$ cat src/rtl/alu_issue_regfile_if.sv
`default_nettype none
// +--------------------------------------------------------------------------+
// | Module   : alu_issue_regfile_if                                          |
// | Purpose  : Bundles the instruction handshake, the ALU operand/result     |
// |            port, the completion status and the debug read port of        |
// |            alu_issue_regfile.                                            |
// | Modports : slave  - the issue/regfile controller                         |
// |            master - decoder/ALU/debug side (driver of the controller)    |
// | Signals  : in_valid/in_ready/in_rd/in_rs1/in_rs2/in_control/in_mux       |
// |            alu_a/alu_b/alu_control/alu_mux/alu_result/alu_zero           |
// |            done/done_zero/err_op, dbg_addr/dbg_data                      |
// | Revision : 1.0 - initial release                                         |
// +--------------------------------------------------------------------------+
interface alu_issue_regfile_if #(
    parameter int XLEN = 32
);
    logic            in_valid;
    logic            in_ready;
    logic [4:0]      in_rd;
    logic [4:0]      in_rs1;
    logic [4:0]      in_rs2;
    logic [3:0]      in_control;
    logic [1:0]      in_mux;
    logic [XLEN-1:0] alu_a;
    logic [XLEN-1:0] alu_b;
    logic [3:0]      alu_control;
    logic [1:0]      alu_mux;
    logic [XLEN-1:0] alu_result;
    logic [1:0]      alu_zero;
    logic            done;
    logic            done_zero;
    logic            err_op;
    logic [4:0]      dbg_addr;
    logic [XLEN-1:0] dbg_data;

    modport slave (
        input  in_valid, in_rd, in_rs1, in_rs2, in_control, in_mux,
        input  alu_result, alu_zero, dbg_addr,
        output in_ready, alu_a, alu_b, alu_control, alu_mux,
        output done, done_zero, err_op, dbg_data
    );

    modport master (
        output in_valid, in_rd, in_rs1, in_rs2, in_control, in_mux,
        output alu_result, alu_zero, dbg_addr,
        input  in_ready, alu_a, alu_b, alu_control, alu_mux,
        input  done, done_zero, err_op, dbg_data
    );
endinterface
`default_nettype wire

$ cat src/rtl/alu_issue_regfile.sv
`default_nettype none
// +--------------------------------------------------------------------------+
// | Module   : alu_issue_regfile                                             |
// | Purpose  : NREG x XLEN register file with an issue/writeback controller. |
// |            Accepts one ALU instruction per handshake, presents R[rs1],   |
// |            R[rs2], control and mux to the ALU, waits ALU_LAT cycles,     |
// |            captures result/zero and writes the result back to R[rd].     |
// | Ports    : clk     - system clock, rising edge                           |
// |            reset_n - synchronous active-low reset                        |
// |            bus     - alu_issue_regfile_if.slave (handshake, ALU port,    |
// |                      done/done_zero/err_op status, debug read port)      |
// | Revision : 1.0 - initial release                                         |
// +--------------------------------------------------------------------------+
module alu_issue_regfile #(
    parameter int NREG    = 32,
    parameter int XLEN    = 32,
    parameter int ALU_LAT = 2
) (
    input  wire logic           clk,
    input  wire logic           reset_n,
    alu_issue_regfile_if.slave  bus
);
    localparam logic [1:0] c_S_IDLE  = 2'd0;
    localparam logic [1:0] c_S_ISSUE = 2'd1;
    localparam logic [1:0] c_S_WAIT  = 2'd2;
    localparam logic [1:0] c_S_WB    = 2'd3;
    localparam logic [3:0] c_LAT_M1  = 4'(ALU_LAT - 1);

    logic [1:0]      r_state;
    logic [1:0]      w_state_nxt;
    logic            w_in_ready;
    logic            w_legal;

    logic [XLEN-1:0] r_regs [NREG];
    logic [4:0]      r_rd;
    logic [4:0]      r_rs1;
    logic [4:0]      r_rs2;
    logic [3:0]      r_control;
    logic [1:0]      r_mux;
    logic [3:0]      r_cnt;
    logic [XLEN-1:0] r_result;
    logic            r_zero;
    logic            r_err;

    logic [XLEN-1:0] r_alu_a;
    logic [XLEN-1:0] r_alu_b;
    logic [3:0]      r_alu_control;
    logic [1:0]      r_alu_mux;
    logic            r_done;
    logic            r_done_zero;
    logic            r_err_op;

    // Only and/or/add/sub are implemented by the downstream ALU.
    always_comb begin
        w_legal = 1'b0;
        case (r_control)
            4'b0000, 4'b0001, 4'b0010, 4'b0110: w_legal = 1'b1;
            default:                            w_legal = 1'b0;
        endcase
    end

    always_ff @(posedge clk) begin
        if (!reset_n) begin
            r_state <= c_S_IDLE;
        end else begin
            r_state <= w_state_nxt;
        end
    end

    always_comb begin
        w_state_nxt = r_state;
        w_in_ready  = 1'b0;
        case (r_state)
            c_S_IDLE: begin
                w_in_ready = 1'b1;
                if (bus.in_valid) begin
                    w_state_nxt = c_S_ISSUE;
                end
            end
            // Illegal ops skip the ALU round trip and report straight away.
            c_S_ISSUE: w_state_nxt = w_legal ? c_S_WAIT : c_S_WB;
            c_S_WAIT: begin
                if (r_cnt == 4'd0) begin
                    w_state_nxt = c_S_WB;
                end
            end
            c_S_WB:   w_state_nxt = c_S_IDLE;
            default:  w_state_nxt = c_S_IDLE;
        endcase
    end

    always_ff @(posedge clk) begin
        if (!reset_n) begin
            for (int i = 0; i < NREG; i++) begin
                r_regs[i] <= '0;
            end
            r_rd          <= '0;
            r_rs1         <= '0;
            r_rs2         <= '0;
            r_control     <= '0;
            r_mux         <= '0;
            r_cnt         <= '0;
            r_result      <= '0;
            r_zero        <= 1'b0;
            r_err         <= 1'b0;
            r_alu_a       <= '0;
            r_alu_b       <= '0;
            r_alu_control <= '0;
            r_alu_mux     <= '0;
            r_done        <= 1'b0;
            r_done_zero   <= 1'b0;
            r_err_op      <= 1'b0;
        end else begin
            r_done      <= 1'b0;
            r_done_zero <= 1'b0;
            r_err_op    <= 1'b0;
            case (r_state)
                c_S_IDLE: begin
                    if (bus.in_valid) begin
                        r_rd      <= bus.in_rd;
                        r_rs1     <= bus.in_rs1;
                        r_rs2     <= bus.in_rs2;
                        r_control <= bus.in_control;
                        r_mux     <= bus.in_mux;
                    end
                end
                c_S_ISSUE: begin
                    r_err <= ~w_legal;
                    r_cnt <= c_LAT_M1;
                    // ALU outputs keep their previous values on an illegal op.
                    if (w_legal) begin
                        r_alu_a       <= r_regs[r_rs1];
                        r_alu_b       <= r_regs[r_rs2];
                        r_alu_control <= r_control;
                        r_alu_mux     <= r_mux;
                    end
                end
                c_S_WAIT: begin
                    if (r_cnt == 4'd0) begin
                        r_result <= bus.alu_result;
                        r_zero   <= |bus.alu_zero;
                    end else begin
                        r_cnt <= r_cnt - 4'd1;
                    end
                end
                c_S_WB: begin
                    r_done      <= 1'b1;
                    r_err_op    <= r_err;
                    // r_zero is stale on an aborted op, so it is masked.
                    r_done_zero <= r_zero & ~r_err;
                    if (!r_err && (r_rd != 5'd0)) begin
                        r_regs[r_rd] <= r_result;
                    end
                end
                default: begin
                    r_err <= 1'b0;
                end
            endcase
        end
    end

    assign bus.in_ready    = w_in_ready;
    assign bus.alu_a       = r_alu_a;
    assign bus.alu_b       = r_alu_b;
    assign bus.alu_control = r_alu_control;
    assign bus.alu_mux     = r_alu_mux;
    assign bus.done        = r_done;
    assign bus.done_zero   = r_done_zero;
    assign bus.err_op      = r_err_op;
    assign bus.dbg_data    = (bus.dbg_addr == 5'd0) ? '0 : r_regs[bus.dbg_addr];
endmodule
`default_nettype wire
$ cat src/flat_wrapper.sv
// flat-port wrapper written by rule: the top's interface ports become plain ports
module alu_issue_regfile_flat 
#(
    parameter int NREG    = 32,
    parameter int XLEN    = 32,
    parameter int ALU_LAT = 2
)
  (clk, reset_n, bus_in_valid, bus_in_rd, bus_in_rs1, bus_in_rs2, bus_in_control, bus_in_mux, bus_alu_result, bus_alu_zero, bus_dbg_addr, bus_in_ready, bus_alu_a, bus_alu_b, bus_alu_control, bus_alu_mux, bus_done, bus_done_zero, bus_err_op, bus_dbg_data);
  alu_issue_regfile_if #(.XLEN(XLEN)) bus_i ();
  input  wire logic clk;
  input  wire logic reset_n;
  input wire logic [$bits(bus_i.in_valid)-1:0] bus_in_valid;
  input wire logic [$bits(bus_i.in_rd)-1:0] bus_in_rd;
  input wire logic [$bits(bus_i.in_rs1)-1:0] bus_in_rs1;
  input wire logic [$bits(bus_i.in_rs2)-1:0] bus_in_rs2;
  input wire logic [$bits(bus_i.in_control)-1:0] bus_in_control;
  input wire logic [$bits(bus_i.in_mux)-1:0] bus_in_mux;
  input wire logic [$bits(bus_i.alu_result)-1:0] bus_alu_result;
  input wire logic [$bits(bus_i.alu_zero)-1:0] bus_alu_zero;
  input wire logic [$bits(bus_i.dbg_addr)-1:0] bus_dbg_addr;
  output wire logic [$bits(bus_i.in_ready)-1:0] bus_in_ready;
  output wire logic [$bits(bus_i.alu_a)-1:0] bus_alu_a;
  output wire logic [$bits(bus_i.alu_b)-1:0] bus_alu_b;
  output wire logic [$bits(bus_i.alu_control)-1:0] bus_alu_control;
  output wire logic [$bits(bus_i.alu_mux)-1:0] bus_alu_mux;
  output wire logic [$bits(bus_i.done)-1:0] bus_done;
  output wire logic [$bits(bus_i.done_zero)-1:0] bus_done_zero;
  output wire logic [$bits(bus_i.err_op)-1:0] bus_err_op;
  output wire logic [$bits(bus_i.dbg_data)-1:0] bus_dbg_data;
  assign bus_i.in_valid = bus_in_valid;
  assign bus_i.in_rd = bus_in_rd;
  assign bus_i.in_rs1 = bus_in_rs1;
  assign bus_i.in_rs2 = bus_in_rs2;
  assign bus_i.in_control = bus_in_control;
  assign bus_i.in_mux = bus_in_mux;
  assign bus_i.alu_result = bus_alu_result;
  assign bus_i.alu_zero = bus_alu_zero;
  assign bus_i.dbg_addr = bus_dbg_addr;
  assign bus_in_ready = bus_i.in_ready;
  assign bus_alu_a = bus_i.alu_a;
  assign bus_alu_b = bus_i.alu_b;
  assign bus_alu_control = bus_i.alu_control;
  assign bus_alu_mux = bus_i.alu_mux;
  assign bus_done = bus_i.done;
  assign bus_done_zero = bus_i.done_zero;
  assign bus_err_op = bus_i.err_op;
  assign bus_dbg_data = bus_i.dbg_data;
  alu_issue_regfile #(.NREG(NREG), .XLEN(XLEN), .ALU_LAT(ALU_LAT)) u_core (.clk(clk), .reset_n(reset_n), .bus(bus_i));
endmodule
$ cat config.mk
export PLATFORM = sky130hd
export DESIGN_NAME = alu_issue_regfile_flat
export DESIGN_NICKNAME = d
export VERILOG_FILES = /design/src/rtl/alu_issue_regfile_if.sv /design/src/rtl/alu_issue_regfile.sv /design/src/flat_wrapper.sv
export SDC_FILE = /design/constraint.sdc
export NUM_CORES = 2
export LEC_CHECK = 0
export CORE_AREA = 2 2 354 356
export CTS_BUF_LIST = sky130_fd_sc_hd__clkbuf_8
export CTS_CLUSTER_SIZE = 40
export DETAILED_ROUTE_END_ITERATION = 7
export DIE_AREA = 0 0 356 358
export GPL_TIMING_DRIVEN = 0
export HOLD_SLACK_MARGIN = 0.05
export PLACE_DENSITY = 0.71
export SYNTH_ARGS = -nofsm -noshare
export SYNTH_HDL_FRONTEND = slang
export SYNTH_SLANG_ARGS = --single-unit
export TNS_END_PERCENT = 50
$ cat constraint.sdc
create_clock -name clk -period 7.2 [get_ports clk]
set_input_delay 0.72 -clock clk [delete_from_list [all_inputs] [get_ports clk]]
set_output_delay 0.72 -clock clk [all_outputs]
set_load 0.02 [all_outputs]
======== After elaboration in Yosys (flattened, before gate mapping) ========
Memories as Yosys holds them, arrays and structs flattened. A register that Yosys moved wholly into a read port is not among the register bits.
Cells that the tools add are included.
W data, S select, Z words.
word-level totals
  RAM bits ................................ 1024
  register bits ........................... 70
  memories ................................ 1
  logic and storage cells ................. 66
  output and inout bits ................... 106
  input port bits ......................... 63
cells by class
  bitwise logic cells ..................... 3
  multiplexer cells ....................... 18
  equality and inequality tests ........... 9
  add/subtract/negate cells ............... 1
  reduce and logical (&&, ||, !) cells .... 19
memory list
  name           depth  width  read ports  clocked after Yosys merged registers in  wr ports  RTL line                 RTL
  u_core.r_regs  32     32     3           2                                        32        alu_issue_regfile.sv:34  logic [XLEN-1:0] r_regs [NREG];
operators with widths
  operator               number
  $mux W32               2
  $reduce_or A32 Y1      1
  $reduce_and A2 Y1      6
  $mux W1                10
  $logic_not A4 Y1       2
  $pmux W2 S4            1
  $pmux W4 S2            1
  $logic_not A5 Y1       1
  $mux W5                1
  $reduce_bool A5 Y1     1
  $eq A2 B2 Y1 const B   2
  $eq A4 B1 Y1 const B   1
  $eq A4 B2 Y1 const B   1
  $eq A4 B3 Y1 const B   1
  $mux W2                2
  $mux W4                1
  $ne A2 B2 Y1 const B   2
  $reduce_or A4 Y1       1
  $sub A4 B1 Y4 const B  1
  $logic_not A1 Y1       3
  $eq A2 B1 Y1 const B   1
  $logic_not A2 Y1       1
  $ne A2 B1 Y1 const B   1
  $not A1 Y1             2
  other kinds (4)        4

======== Longest topological paths before layout ========
  word-level depth ........................ 8
  mapped depth ............................ 10
  gate-level depth less buffers ........... 7

======== Least setup slack after synthesis ========
No wires, ideal clock.
  path type ............................... in2reg
  from .................................... input port reset_n
  to ...................................... memory u_core.r_regs[13][0], enable pin
  buffers on the path ..................... 3
  required time ........................... 6.734 ns
  arrival time ............................ 3.949 ns
  stages .................................. 6
  setup slack ............................. 2.785 ns
  library setup time ...................... 0.466 ns
  path through ............................ buf_2 > nand2_1 > or3_1 > clkbuf_1 > buf_2 > o21ai_0
RTL lines
  what             RTL line                 RTL
  start, declared  flat_wrapper.sv:11       input wire logic reset_n;
  end, declared    alu_issue_regfile.sv:34

======== Worst setup path in the final report ========
  from .................................... input port bus_dbg_addr[3]
  to ...................................... output port bus_dbg_data[5]
between the ends
  longest elaborated chain between the ends .. 2
  elaborated cells between the ends (all ways) .. 3
  classes of those cells .................. mux (1); reduce/logical (1); memory (1)
RTL lines
  what                                                 RTL line                  RTL
  start, declared                                      flat_wrapper.sv:20        input wire logic [$bits(bus_i.dbg_addr)-1:0] bus_dbg_addr;
  $mem_v2 Z32 W32 or $logic_not A5 Y1 (tied branches)  -
  $mux W32 (*)                                         alu_issue_regfile.sv:170  assign bus.dbg_data = (bus.dbg_addr == 5'd0) ? '0 : r_regs[bus.dbg_addr];
  end, declared                                        flat_wrapper.sv:29        output wire logic [$bits(bus_i.dbg_data)-1:0] bus_dbg_data;
Every way passes the cells marked *; elsewhere a longest branch is shown, timed or not.

==> impl_metrics.yaml <==
worst_setup_path:
  required_ps: 6480
  cp_max_fo: 10
  reg2reg_to: "u_core.bus.alu_b[3]"
  rrSetupSlack_ps: 3020
  cp.arrival_ps: 5060
  crit_type: "primary input to output port"
  start_kind: "primary input"
  r2r_start: "u_core.r_rs2[1]"
  worstSetupEndpointType: "output port"
  reg2reg_depth: 9
global_route:
  grt_pass1_wl_mm: 398
  grt_max_degree: 41
  antenna_found_initial: 14
  grt_overflow_total: 0
  grt_usage: 0.467
  grt_pass1_vias: 50100
timing:
  drv_slew: 88
  slew_headroom: -0.0442
  setup_viol: 0
  fin_crit_ps: 5780
  tightest_slew_ps: 1570
  grt_setup_unrepaired: "no"
  hold_viol: 0
  timing.clock.skew_ps: 64.4
  finalWorstSetupSlack_ps: 1420
  min_period_over_period: 0.803
  whs_ps: 186
  max_freq_mhz: 173
cts:
  cts_setup_buffers: 0
  clk_latency_ps: 1020
  max-clock-path-buffers: 3
  cts_hold_buf: 0
  cts_made_buffers: 197
  cts_resized: 0
  cts_tree: "done"
  htreeDepth: 4
  clkTransAtPathRegs_ps: 70
  cts-root-buf: "clkbuf_8"
  cts.sinks: 1158
floorplan:
  core_area_sq_um: 123000
  num_rows: 129
  die_w_um: 356
  die_area_sq_um: 127000
  io_pins: 169
  initial_core_util: 0.549
  die_h_um: 358
routing:
  drt-total-wl_mm: 298
  drtPass1Iterations: 8
  drc: 0
  drt_iter0_drc: 9496
  viasPerCell: 7.25
  antenna_left: 0
  wl_per_cell_um: 41.7
  vias: 51900
synthesis:
  yosys.area.top_type_share: 0.454
  syn_area_sq_um: 67700
  avgSynthCellArea_sq_um: 13.8
  synthTopCellsByCount: "edfxtp_1, and2_1, mux4_2, mux2i_1, clkbuf_1"
  ys_ff_latch: 1158
  seq_area_frac_synth: 0.494
  synth_most_common_cell: "edfxtp_1"
  yosys.area.top_type: "edfxtp_1"
  synthTopCellsByArea: "edfxtp_1, mux4_2, and2_1, mux2i_1, dfxtp_1"
  synth.distinct_cells: 48
  postSynthCellCount: 4900
  ys.flop_type: "edfxtp_1"
  ys_warn_count: 0
  synth-async-reset-ratio: 0
  synth-edff-count: 1024
flow_run:
  maxCapViolCount: 8
pwr:
  p_leak_nw: 26.2
  power_density_nw_per_um2: 265
  p_total_mw: 20.4
  irDropWorstVdd_v: 0.000253
layout:
  area_growth_pct: 13.3
  fin_area_sq_um: 76700
  drive_above_1_share: 0.226
  fin_util: 0.622
  final_nets: 5401
placed_design:
  placed_cell_area_sq_um: 72700
  place_ws_ps: 1890
  io_buffers: 164
  gp_congestion: 1.09
  place_hpwl_mm: 222
worst_hold_path:
  hp-start: "reset_n"
  min_path_cells: 2
  min_path_type: "primary input to flop"
  whs_endpoint: "u_core.bus.err_op"
status:
  violations: "max-capacitance violations, max-slew violations"
  status: "finished, violations left"
## flip-flops by register name (all words and copies together), names as in the netlist
name	cells
u_core.r_rs2	5
u_core.bus.alu_control	4
u_core.r_mux	2
u_core.r_state	2
u_core.r_zero	1
u_core.bus.alu_mux	2
u_core.bus.done	1
u_core.r_rd	5
u_core.bus.alu_b	32
u_core.r_result	32
u_core.r_err	1
u_core.r_cnt	4
u_core.bus.done_zero	1
u_core.bus.alu_a	32
u_core.r_control	4
u_core.r_regs	1024
u_core.r_rs1	5
u_core.bus.err_op	1
## critical path, stage by stage
cell	delay, ps
clkdlybuf4s50_1	680
clkbuf_1	750
clkbuf_1	1200
mux4_2	640
nand2_1	100
o21ai_1	260
clkdlybuf4s50_1	680
## layer usage
| metal | wire length (um) | GRT usage |
|---|---|---|
| met1 | 99100 | 0.577 |
| met2 | 122000 | 0.644 |
| met3 | 48500 | 0.202 |
| met4 | 28200 | 0.363 |
| met5 | 196 | 0.00889 |
## cell families after synthesis
logic type	share of synthesized area
AO/OA/AOI/OAI	0.0641
flip-flops	0.494
adder cells (fa/ha/maj)	0.000924
other	0.0000554
AND/OR/NAND/NOR	0.112
multiplexers	0.289
buffers and inverters	0.0401
## layout make-up
type | count | area, sq um
diodes | 15 | 37.5
plain buffers | 535 | 2580
clock buffers | 226 | 3110
clock inverters | 141 | 870
fillers | 9642 | 46600
inverters | 39 | 146
multi-input cells | 3199 | 32000
flip-flops and latches | 1158 | 33400
well taps | 1637 | 2050
repair buffers | 203 | 2460
## layout by cell type, fill, tap and decap left out, drive strengths merged, types with 57 or more instances in the layout
cell	count
inv	115
a21oi	150
buf	220
and2	996
clkbuf	580
dfxtp	134
mux2i	485
mux4	576
nand2	224
o221ai	57
o21ai	135
mux2	156
a22o	94
a221oi	109
clkdlybuf4s50	164
edfxtp	1024
## report_power, final
group | switching [mW] | total [mW] | internal [mW]
clock | 3.01 | 6.20 | 3.19
sequential | 0.451 | 8.11 | 7.66
combinational | 3.98 | 6.04 | 2.05
total | 7.45 | 20.4 | 12.9
## through the flow
| step | std cells | TNS [ps] |
|---|---|---|
| after floorplan | 4931 | 0 |
| after global placement | 6732 | -283130 |
| after detailed placement | 6768 | 0 |
| after CTS | 7135 | 0 |
| after global routing | 7141 | 0 |
| final | 7153 | 0 |
## worst max-delay path by stage
stage	from	endpoint	depth (start not counted)
floorplan	reset_n	u_core.r_regs[13][0]	6
global placement	reset_n	u_core.r_regs[29][29]	6
detailed placement	bus_dbg_addr[1]	bus_dbg_data[5]	8
CTS	bus_dbg_addr[1]	bus_dbg_data[5]	8
global route	bus_dbg_addr[3]	bus_dbg_data[5]	7
finish	bus_dbg_addr[3]	bus_dbg_data[5]	7
No activity file was read; power rests on OpenSTA's default activity.
